===== src/rtl/mc_mem_unit.sv =====
// mc_mem_unit: memory-access stage behind the multicycle RV64 controller.
// Takes the controller's MemRead / MemWrite / IorD / IRWrite strobes and
// drives a variable-latency req/ack memory port. It holds the instruction
// register (IR) and the memory data register (MDR). It returns a stall that
// freezes the controller state register while an access is in flight.
//
// Ports:
//   clk, reset            clock, synchronous active-high reset
//   ctl_mem_read/write    controller access strobes (both set -> write + err)
//   ctl_iord              address select: 0 = pc, 1 = alu_out
//   ctl_ir_write          fetch: load the addressed 32-bit half into IR
//   pc, alu_out           candidate byte addresses
//   store_data            write data for sd
//   ir_out, mdr_out       IR / MDR contents
//   stall                 combinational controller hold
//   mem_req/we/addr/wdata registered memory request, held until ack
//   mem_ack, mem_rdata    one-cycle completion with read data
//   err                   sticky: misaligned access, read+write, or timeout
//   stall_cycles          (STALL_COUNTER_EN only) saturating stall count
//
// Optional feature macro: STALL_COUNTER_EN
module mc_mem_unit #(
  parameter int XLEN    = 64,
  parameter int ILEN    = 32,
  parameter int ADDR_W  = 32,
  parameter int TIMEOUT = 255
) (
  input  logic              clk,
  input  logic              reset,
  input  logic              ctl_mem_read,
  input  logic              ctl_mem_write,
  input  logic              ctl_iord,
  input  logic              ctl_ir_write,
  input  logic [ADDR_W-1:0] pc,
  input  logic [ADDR_W-1:0] alu_out,
  input  logic [XLEN-1:0]   store_data,
  output logic [ILEN-1:0]   ir_out,
  output logic [XLEN-1:0]   mdr_out,
  output logic              stall,
  output logic              mem_req,
  output logic              mem_we,
  output logic [ADDR_W-1:0] mem_addr,
  output logic [XLEN-1:0]   mem_wdata,
  input  logic              mem_ack,
  input  logic [XLEN-1:0]   mem_rdata,
`ifdef STALL_COUNTER_EN
  output logic [31:0]       stall_cycles,
`endif
  output logic              err
);

  typedef enum logic {S_IDLE, S_REQ} state_t;

  // The counter holds (REQ cycles so far - 1); the TIMEOUT-th REQ cycle
  // without ack is the abort cycle.
  localparam logic [7:0]      CNT_LAST = 8'(TIMEOUT - 1);
  localparam logic [ILEN-1:0] IR_NOP   = ILEN'(32'h0000_0013);

  state_t            r_state;
  logic              r_mem_req;
  logic              r_we;
  logic [ADDR_W-1:0] r_addr;
  logic [XLEN-1:0]   r_wdata;
  logic              r_half;
  logic [ILEN-1:0]   r_ir;
  logic [XLEN-1:0]   r_mdr;
  logic              r_err;
  logic [7:0]        r_cnt;

  logic              w_req;
  logic [ADDR_W-1:0] w_addr;
  logic              w_aligned;
  logic              w_timeout;
  logic              w_idle;
  logic              w_busy;

  assign w_req     = ctl_mem_read | ctl_mem_write;
  assign w_addr    = ctl_iord ? alu_out : pc;
  // Fetches only need word alignment (either half of the doubleword);
  // data accesses are full doublewords.
  assign w_aligned = ctl_ir_write ? (w_addr[1:0] == 2'b00)
                                  : (w_addr[2:0] == 3'b000);
  assign w_idle    = (r_state == S_IDLE);
  assign w_busy    = (r_state == S_REQ);
  assign w_timeout = w_busy & ~mem_ack & (r_cnt == CNT_LAST);

  // Ack releases stall in the same cycle, so the controller advances on the
  // ack edge and the next access is seen in IDLE right after.
  assign stall = (w_idle & w_req & w_aligned) | (w_busy & ~mem_ack & ~w_timeout);

  always_ff @(posedge clk) begin
    if (reset) begin
      r_state   <= S_IDLE;
      r_mem_req <= 1'b0;
      r_we      <= 1'b0;
      r_addr    <= '0;
      r_wdata   <= '0;
      r_half    <= 1'b0;
      r_ir      <= IR_NOP;
      r_mdr     <= '0;
      r_err     <= 1'b0;
      r_cnt     <= '0;
    end else begin
      case (r_state)
        S_IDLE: begin
          if (w_req) begin
            if (w_aligned) begin
              r_addr    <= {w_addr[ADDR_W-1:3], 3'b000};
              r_we      <= ctl_mem_write;
              r_wdata   <= store_data;
              r_half    <= w_addr[2];
              r_mem_req <= 1'b1;
              r_cnt     <= '0;
              r_state   <= S_REQ;
              if (ctl_mem_read & ctl_mem_write) r_err <= 1'b1;
            end else begin
              // Dropped access: no request, controller is not held.
              r_err <= 1'b1;
            end
          end
        end
        S_REQ: begin
          if (mem_ack) begin
            if (!r_we) begin
              r_mdr <= mem_rdata;
              if (ctl_ir_write)
                r_ir <= r_half ? mem_rdata[2*ILEN-1:ILEN] : mem_rdata[ILEN-1:0];
            end
            r_mem_req <= 1'b0;
            r_cnt     <= '0;
            r_state   <= S_IDLE;
          end else if (w_timeout) begin
            r_mem_req <= 1'b0;
            r_cnt     <= '0;
            r_err     <= 1'b1;
            r_state   <= S_IDLE;
          end else begin
            r_cnt <= r_cnt + 8'd1;
          end
        end
        default: begin
          r_state   <= S_IDLE;
          r_mem_req <= 1'b0;
        end
      endcase
    end
  end

`ifdef STALL_COUNTER_EN
  logic [31:0] r_stall_cycles;
  always_ff @(posedge clk) begin
    if (reset)
      r_stall_cycles <= '0;
    else if (stall && (r_stall_cycles != 32'hFFFF_FFFF))
      r_stall_cycles <= r_stall_cycles + 32'd1;
  end
  assign stall_cycles = r_stall_cycles;
`endif

  assign mem_req   = r_mem_req;
  assign mem_we    = r_we;
  assign mem_addr  = r_addr;
  assign mem_wdata = r_wdata;
  assign ir_out    = r_ir;
  assign mdr_out   = r_mdr;
  assign err       = r_err;

endmodule

===== config.mk =====
export PLATFORM = sky130hd
export DESIGN_NAME = mc_mem_unit
export DESIGN_NICKNAME = d
export VERILOG_FILES = /design/src/rtl/mc_mem_unit.sv
export SDC_FILE = /design/constraint.sdc
export NUM_CORES = 1
export LEC_CHECK = 0
export ABC_CLOCK_PERIOD_IN_PS = 2100
export CAP_MARGIN = 20
export CORE_AREA = 2 2 152 154
export DETAILED_ROUTE_END_ITERATION = 7
export DIE_AREA = 0 0 154 156
export GPL_ROUTABILITY_DRIVEN = 0
export PLACE_DENSITY_LB_ADDON = 0.15
export SLEW_MARGIN = 20
export SYNTH_ARGS = -nofsm -noshare
export SYNTH_HDL_FRONTEND = slang
export SYNTH_SLANG_ARGS = --single-unit

===== constraint.sdc =====
create_clock -name clk -period 2.1 [get_ports clk]
set_input_delay 0.42 -clock clk [delete_from_list [all_inputs] [get_ports clk]]
set_output_delay 0.42 -clock clk [all_outputs]
set_load 0.05 [all_outputs]

**After elaboration in Yosys (flattened, before gate mapping)**

Cells that the tools add are included.

- Register bits after elaboration: 202
- Input port bits: 199
- Output and inout bits: 196
- Word-level logic and storage cells: 62

- Add/subtract/negate cells: 1
- Equality and inequality tests: 7
- Mux-type cells: 24
- Bitwise logic cells: 12
- Reductions and logical operators: 8

Operators with widths:

| kind | number |
|---|---|
| $mux 32 | 2 |
| $mux 8 | 4 |
| $pmux 8 s2 | 1 |
| $mux 1 | 14 |
| $reduce_and 3->1 | 3 |
| $add 8x1->8 const B | 1 |
| $eq 8x8->1 const B | 1 |
| $reduce_and 4->1 | 2 |
| $and 1x1->1 | 6 |
| $ne 2x2->1 const B | 3 |
| $ne 3x2->1 const B | 2 |
| $pmux 1 s2 | 3 |
| $not 1->1 | 4 |
| $logic_not 3->1 | 1 |
| $logic_not 2->1 | 1 |
| $ne 2x1->1 const B | 1 |
| $or 1x1->1 | 2 |
| $reduce_and 2->1 | 1 |

**Longest topological paths before layout**

Gate-level depths: netlist (run 1).

- Depth after elaboration: 6
- Mapped depth: 8
- Gate-level depth less buffers: 6

**Worst setup path after synthesis (run 1)**

OpenSTA, ideal clock, no wires.

- Path type: input to output
- Start: input ctl_iord
- End: output stall
- Arrival: 1.664 ns
- Required time: 1.680 ns
- Setup slack: 0.016 ns
- Cell stages on the path: 6
- Path through: buf_4 -> nor3_2 -> o221ai_1 -> buf_2 -> buf_4 -> nand2_1

- Word-level cells in the longest chain between the ends: 5
- Elaborated cells on any way between the ends: 6
- Those cells by class: mux: 2; bitwise: 2; reduce/logical: 2

Ends and longest elaborated chain:

| element | line | text |
|---|---|---|
| from (decl) | 32 | `input logic ctl_iord,` |
| $mux 32 (*) | 78 | `assign w_addr = ctl_iord ? alu_out : pc;` |
| $logic_not 3->1 / $logic_not 2->1 (equally long branches) | 82, 81 |  |
| $mux 1 (*) | 81 | `assign w_aligned = ctl_ir_write ? (w_addr[1:0] == 2'b00)` |
| $and 1x1->1 (*) | 89 | `assign stall = (w_idle & w_req & w_aligned) \| (w_busy & ~mem_ack & ~w_timeout);` |
| $or 1x1->1 (*) | 89 |  |
| to (decl) | 39 | `output logic stall,` |

Mark *: on every way between the ends. The rest lies on a longest branch, timed or not.

**Worst setup path after layout (run 1)**

- Start: register r_addr[10], in the netlist mem_addr[10]
- End: output mem_addr[10]

RTL lines:

| element | line | text |
|---|---|---|
| from (decl) | 62 | `logic [ADDR_W-1:0] r_addr;` |
| from (signal assigned) | 108 | `r_addr <= {w_addr[ADDR_W-1:3], 3'b000};` |
| to (decl) | 42 | `output logic [ADDR_W-1:0] mem_addr,` |

No word-level cell between the ends.

==> reports/qor.csv, run 1 <==
stage,metric,value,unit
status,status,"finished, final reports clean",
yosys,ranking of synthesized cells by area,"dfxtp_1, nand2_1, a21oi_1, mux2i_1, a211oi_1",
sta,RSZ-0062 raised after global routing,true,
route,wire per inst,16.47,µm
clock_tree,CTS sink cnt,202,
floorplanning,Initial Util,0.3528,
worst_hold_path,Hold Crit Class,in2reg,
power_and_ir_drop,Power Density,749.1,mW/mm²
yosys,Synth area leader,dfxtp_1,
sta,Setup Skew,8.072,ps
sta,Final WS setup,27.63,ps
clock_tree,clock slew at the register clock pins of the worst setup and hold paths,60,ps
power_and_ir_drop,Peak VDD IR,0.5739,mV
setup_path,crit path cell chain,clkdlybuf4s50_1,
setup_path,Setup CP Type,reg2out,
yosys,Syn Area/Cell,8.661,µm²
yosys,#FFs+latches synth,202,
sta,highest clock rate,482.5,MHz
grt,antenna violations before repair,0,
route,1st-iter DRT viols,354,
setup_path,CP startpoint kind,flip-flop,
power_and_ir_drop,Comb pwr share,0.176,
sta,Final Hold Slack,206.5,ps
clock_tree,cts hold-fix bufs,0,
sta,setup violators final,0,
sta,period utilization,0.9868,
setup_path,cell family with most CP delay,buffers and inverters,
sta,setup TNS,0,ps
layout,layout cells sized above 1,0.08468,
floorplanning,num rows,55,
layout,area grow syn2layout,65.79,%
route,final WL,26080,µm
place,port bufs,391,
setup_path,endpoint type of the worst setup path,output port,
yosys,Synth cell types,44,
sta,fin. max-slew vios,0,
clock_tree,Post-CTS Setup Bufs,0,
floorplanning,num ports,395,
floorplanning,Die X,154,µm
yosys,Cells after Synth,911,
setup_path,Required @ worst endpoint,1680,ps
clock_tree,insertion delay to the later sink of the worst-skew pair,500,ps
layout,Nets,1485,
sta,Final Hold Vio Count,0,
power_and_ir_drop,Static Leak,6.355,nW
grt,first-pass GRT wire length,40140,µm
place,Placement Setup Slack,-29.62,ps
floorplanning,Core ar.,0.02237,mm²
route,drt via density,4.793,
layout,post-route cell area,0.01308,mm²
route,drt first pass iters,5,
clock_tree,CTS tree,done,
power_and_ir_drop,Flop pwr share,0.412,
setup_path,crit path DAT,1650,ps
setup_path,Crit Path Max Fanout,2,
sta,min Tclk post-route,2072,ps
power_and_ir_drop,P_int,7.176,mW
yosys,post-synthesis instance area,0.007890,mm²
layout,Non-Filler Instances,1584,
yosys,share of the synthesized area in the top cell type,0.5125,
grt,vias in the first global route,7295,
route,residual DRC count,0,
layout,diode count,0,
power_and_ir_drop,Clock power frac,0.412,
setup_path,CP max-delay cell,clkdlybuf4s50_1,
floorplanning,Die Y,156,µm
yosys,Yosys Warn Count,0,
power_and_ir_drop,sw frac,0.2677,
route,Detail Route Antenna Nets,0,
setup_path,max incr delay on CP,830,ps
grt,Total Routing Usage GR,0.2067,
power_and_ir_drop,"Power, Total",9.799,mW
grt,global route overflow,0,
sta,Tightest Pin Transition,565.8,ps
clock_tree,number of CTS-inserted buffers,23,
place,Placed Area,0.01219,mm²
clock_tree,H-tree depth,1,
power_and_ir_drop,switching power,2.623,mW
place,Post-DP HPWL,18480,µm
yosys,register area share after synthesis,0.5125,
route,via count,7592,
floorplanning,DIE AREA,0.02402,mm²
grt,largest net degree at the start of global routing,89,
clock_tree,Max Buffers Root-to-Sink,3,
place,placed cell count,1544,
layout,fin util,0.5849,
run,Max Cap Violations,0,
sta,worst rel slew slack,0.6222,
setup_path,WP buf/inv,1,
clock_tree,Root Driver,clkbuf_16,
## metal layers
| layer | GRT usage | share of wire | vias up | wire length, µm |
|---|---|---|---|---|
| li1 | - | - | 3827 | - |
| met4 | 0.05073 | 0.023 | 0 | 596 |
| met1 | 0.2383 | 0.40 | 3454 | 10360 |
| met5 | 0 | 0 | - | 0 |
| met2 | 0.3622 | 0.48 | 276 | 12590 |
| met3 | 0.07889 | 0.097 | 35 | 2533 |
## placed cells by master, fill, tap and decap left out, types with 3 or more instances in the layout
cell               n
a211oi_1          41
a211oi_2          20
a21oi_1          132
and2_1             3
buf_12            13
buf_4             22
clkbuf_1           5
clkbuf_16         23
clkbuf_8           6
clkdlybuf4s50_1  224
conb_1             3
dfxtp_1          199
dfxtp_2            3
dlygate4sd2_1     76
dlymetal6s2s_1    83
mux2i_1           61
nand2_1          262
nand3_1            3
nor2_1            64
nor3_1             3
o211ai_1           4
## flip-flops by register name, indices dropped and copies added (netlist names)
name / cells
mdr_out: 64
mem_wdata: 64
ir_out: 32
mem_addr: 29
r_cnt: 8
err: 1
mem_req: 1
mem_we: 1
r_half: 1
r_state: 1
## synth_stat cells, drive strengths merged
| cell type | n |
|---|---|
| buf | 38 |
| a211oi | 61 |
| and2 | 4 |
| o2bb2ai | 2 |
| mux2i | 62 |
| nand4 | 2 |
| o211ai | 4 |
| nor2b | 1 |
| nor3 | 4 |
| nor3b | 2 |
| a21bo | 1 |
| and3 | 1 |
| inv | 3 |
| a32o | 1 |
| xnor2 | 2 |
| a22oi | 1 |
| ha | 2 |
| or2 | 1 |
| a21oi | 132 |
| nor2 | 64 |
| conb | 1 |
| o21ai | 2 |
| a21o | 2 |
| nand3 | 4 |
| o221ai | 2 |
| nand3b | 1 |
| and4 | 1 |
| and3b | 1 |
| clkbuf | 36 |
| o221a | 2 |
| nand2 | 263 |
| o21a | 1 |
| o21ba | 1 |
| a221o | 2 |
| dfxtp | 202 |
| a22o | 2 |
## final cells by class
cell class              instances  area [µm²]
repair buffers                420        4388
well taps                     285       356.6
fillers                      1988        9284
clock buffers                  34       676.9
inverters                       3       11.26
flip-flops and latches        202        4048
clock inverters                 6       86.33
multi-input cells             634        3515
## power by group through the flow
stage	logic [mW]	registers (mW)	clock network, mW
5_1_grt	1.83	4.05	4.33
6_report	1.73	4.03	4.04
3_3_place_gp	1.76	4.12	0
3_5_place_dp	1.77	4.12	0
2_1_floorplan	0.491	4.57	0
4_1_cts	1.74	4.04	4.17
## cells by family (layout without fill, tap and decap cells)
family / count (synthesis) / count (layout) / share of synthesized area
compound gates: 216 / 216 / 0.1792
xor+xnor: 2 / 2 / 0.002221
fa+ha+maj: 2 / 2 / 0.003171
buf+inv: 77 / 463 / 0.04805
flops: 202 / 202 / 0.5125
mux: 62 / 62 / 0.08024
other cells: 1 / 3 / 0.0004753
simple gates: 349 / 349 / 0.1741
## timing repair
action	CTS	global route
endpoints found under the setup margin	77	84
gates resized for setup	79	87
pin swaps	0	1
## worst paths after layout
| kind | start | endpoint | slack [ps] | depth (start not counted) |
|---|---|---|---|---|
| setup reg to reg | r_cnt[0]$_SDFFE_PP0P_ | r_cnt[6]$_SDFFE_PP0P_ | 430 | 6 |
| setup / recovery | mem_addr[10]$_SDFFE_PP0P_ | mem_addr[10] | 30 | 1 |
| hold / removal | reset | mdr_out[3]$_SDFFE_PP0P_ | 210 | 2 |
| hold reg to reg | mem_wdata[42]$_SDFFE_PP0P_ | mem_wdata[42]$_SDFFE_PP0P_ | 450 | 2 |
No activity file was read; power rests on OpenSTA's default activity.
==> inputs of run 2 (changes only) <==
==> constraint.sdc (replaced) <==
create_clock -name clk -period 2.1 [get_ports clk]
set_input_delay 0.525 -clock clk [delete_from_list [all_inputs] [get_ports clk]]
set_output_delay 0.525 -clock clk [all_outputs]
set_load 0.05 [all_outputs]
==> reports/qor.csv, run 2 (synthesis results as in run 1) <==
stage,metric,value,unit
clock_tree,insertion delay to the later sink of the worst-skew pair,510,ps
grt,first-pass GRT wire length,40250,µm
place,Post-DP HPWL,18800,µm
setup_path,crit path DAT,1560,ps
clock_tree,CTS tree,done,
clock_tree,Max Buffers Root-to-Sink,3,
sta,Final WS setup,13.49,ps
power_and_ir_drop,Comb pwr share,0.172,
clock_tree,number of CTS-inserted buffers,23,
power_and_ir_drop,Static Leak,5.374,nW
route,routed length on met3,2542,µm
route,routed wl met2,12310,µm
grt,vias in the first global route,7352,
route,via count,7648,
layout,number of fill cells,2045,
power_and_ir_drop,Flop pwr share,0.410,
sta,fin. max-slew vios,0,
status,status,"finished, final reports clean",
layout,post-route cell area,0.01283,mm²
route,Detail Route Antenna Nets,0,
power_and_ir_drop,P_int,7.223,mW
sta,min Tclk post-route,2087,ps
setup_path,crit path cell chain,"nand4_1, o21ai_4, nand2_4, buf_12",
place,Placement Setup Slack,-105.0,ps
setup_path,Required @ worst endpoint,1570,ps
clock_tree,Root Driver,clkbuf_16,
route,final WL,26280,µm
route,1st-iter DRT viols,407,
floorplanning,Initial Util,0.3528,
grt,Total Routing Usage GR,0.2073,
clock_tree,H-tree depth,1,
setup_path,Setup CP Type,reg2out,
setup_path,CP max-delay cell,dfxtp_4,
power_and_ir_drop,switching power,2.613,mW
route,uppermost layer routed,met4,
sta,worst rel slew slack,0.6402,
layout,most common library cell in the layout ignoring fill and taps,nand2_1,
clock_tree,clock slew at the register clock pins of the worst setup and hold paths,60,ps
route,residual DRC count,0,
sta,highest clock rate,479.3,MHz
worst_hold_path,Hold Crit Class,in2reg,
floorplanning,Die Y,156,µm
route,drt first pass iters,5,
floorplanning,DIE AREA,0.02402,mm²
layout,Seq. cell area,0.004065,mm²
layout,area grow syn2layout,62.58,%
setup_path,Crit Path Max Fanout,5,
floorplanning,num ports,395,
grt,antenna violations before repair,1,
route,met1 wire length,10490,µm
route,wire per inst,16.44,µm
layout,layout cells sized above 1,0.1333,
sta,Setup Skew,10.04,ps
floorplanning,Core ar.,0.02237,mm²
setup_path,max incr delay on CP,360,ps
grt,largest net degree at the start of global routing,99,
floorplanning,Die X,154,µm
clock_tree,CTS sink cnt,202,
sta,setup violators final,0,
power_and_ir_drop,sw frac,0.2657,
setup_path,WP buf/inv,1,
floorplanning,num rows,55,
power_and_ir_drop,Peak VDD IR,0.5098,mV
layout,area of the multi-input gates,0.003553,mm²
power_and_ir_drop,"Power, Total",9.836,mW
layout,Non-Filler Instances,1599,
setup_path,CP startpoint kind,flip-flop,
sta,Final Hold Vio Count,0,
place,placed cell count,1547,
route,drt via density,4.783,
run,Max Cap Violations,0,
sta,period utilization,0.9936,
setup_path,cell family with most CP delay,flip-flops,
power_and_ir_drop,Clock power frac,0.418,
place,port bufs,391,
sta,RSZ-0062 raised after global routing,true,
layout,fin util,0.5735,
place,Placed Area,0.01207,mm²
grt,global route overflow,0,
layout,most frequent cells in the layout,"nand2_1, dfxtp_1, clkdlybuf4s50_1",
power_and_ir_drop,Power Density,766.8,mW/mm²
setup_path,endpoint type of the worst setup path,output port,
layout,Nets,1498,
sta,Tightest Pin Transition,541.8,ps
## run 2: cell count changes in the layout (fill, tap and decap cells not counted), moves of 5 or more
cell,previous run,this run
clkbuf_8,6,1
dlymetal6s2s_1,83,6
dfxtp_4,0,5
buf_4,22,87
dlygate4sd2_1,76,137
clkdlybuf4s50_1,224,190
## run 2: per-stage QoR
step / setup TNS, ps / hold slack [ps]
5_1_grt: -58.29 / 382.8
3_5_place_dp: -3749 / 445.8
4_1_cts: -160.4 / 360.0
3_3_place_gp: -1971 / 440.2
2_1_floorplan: 0 / 450.1
6_report: 0 / 399.0
## run 2: layout make-up
class / count / area share
Antenna cell: 1 / 0.0001951
Inverter: 3 / 0.001073
Tap cell: 285 / 0.02780
Clock inverter: 8 / 0.01141
Sequential cell: 202 / 0.3169
Clock buffer: 33 / 0.04858
Timing Repair Buffer: 433 / 0.3170
Multi-Input combinational cell: 634 / 0.2770
## run 2: worst paths after layout
kind / start / end / cells past startpoint / slack (ps)
worst min-delay path: reset / ir_out[1]$_SDFFE_PP1P_ / 3 / 400
worst max-delay path: r_cnt[3]$_SDFFE_PP0P_ / stall / 4 / 10
worst max register to register: r_cnt[3]$_SDFFE_PP0P_ / r_cnt[5]$_SDFFE_PP0P_ / 4 / 480
worst min register to register: mem_wdata[7]$_SDFFE_PP0P_ / mem_wdata[7]$_SDFFE_PP0P_ / 2 / 450
## run 2: power groups by stage
stage | Combinational [mW] | Clock (mW) | Sequential (mW)
after detailed placement | 1.76 | 0 | 4.13
after CTS | 1.70 | 4.21 | 4.04
final | 1.69 | 4.11 | 4.03
after floorplan | 0.494 | 0 | 4.57
after global placement | 1.75 | 0 | 4.12
after global routing | 1.80 | 4.39 | 4.05
## run 2: what timing repair did
item | 4_1_cts | 5_1_grt
hold buffers | 0 | 0
endpoints found under the setup margin | 138 | 1
pin swaps | 0 | 5
buffers inserted | 0 | 10
resized for setup | 139 | 25
hold endpoints to repair | 0 | 0
## run 2: layer usage
layer | vias to the layer above | GRT usage
li1 | 3850 | -
met1 | 3460 | 0.2421
met5 | - | 0
met2 | 285 | 0.3521
met4 | 0 | 0.07432
met3 | 53 | 0.07389
## run 2: tightest hold or removal path, delay by kind of cell
kind / cells / cell delay (ps)
compound gates: 1 / 110
buf+inv: 2 / 230
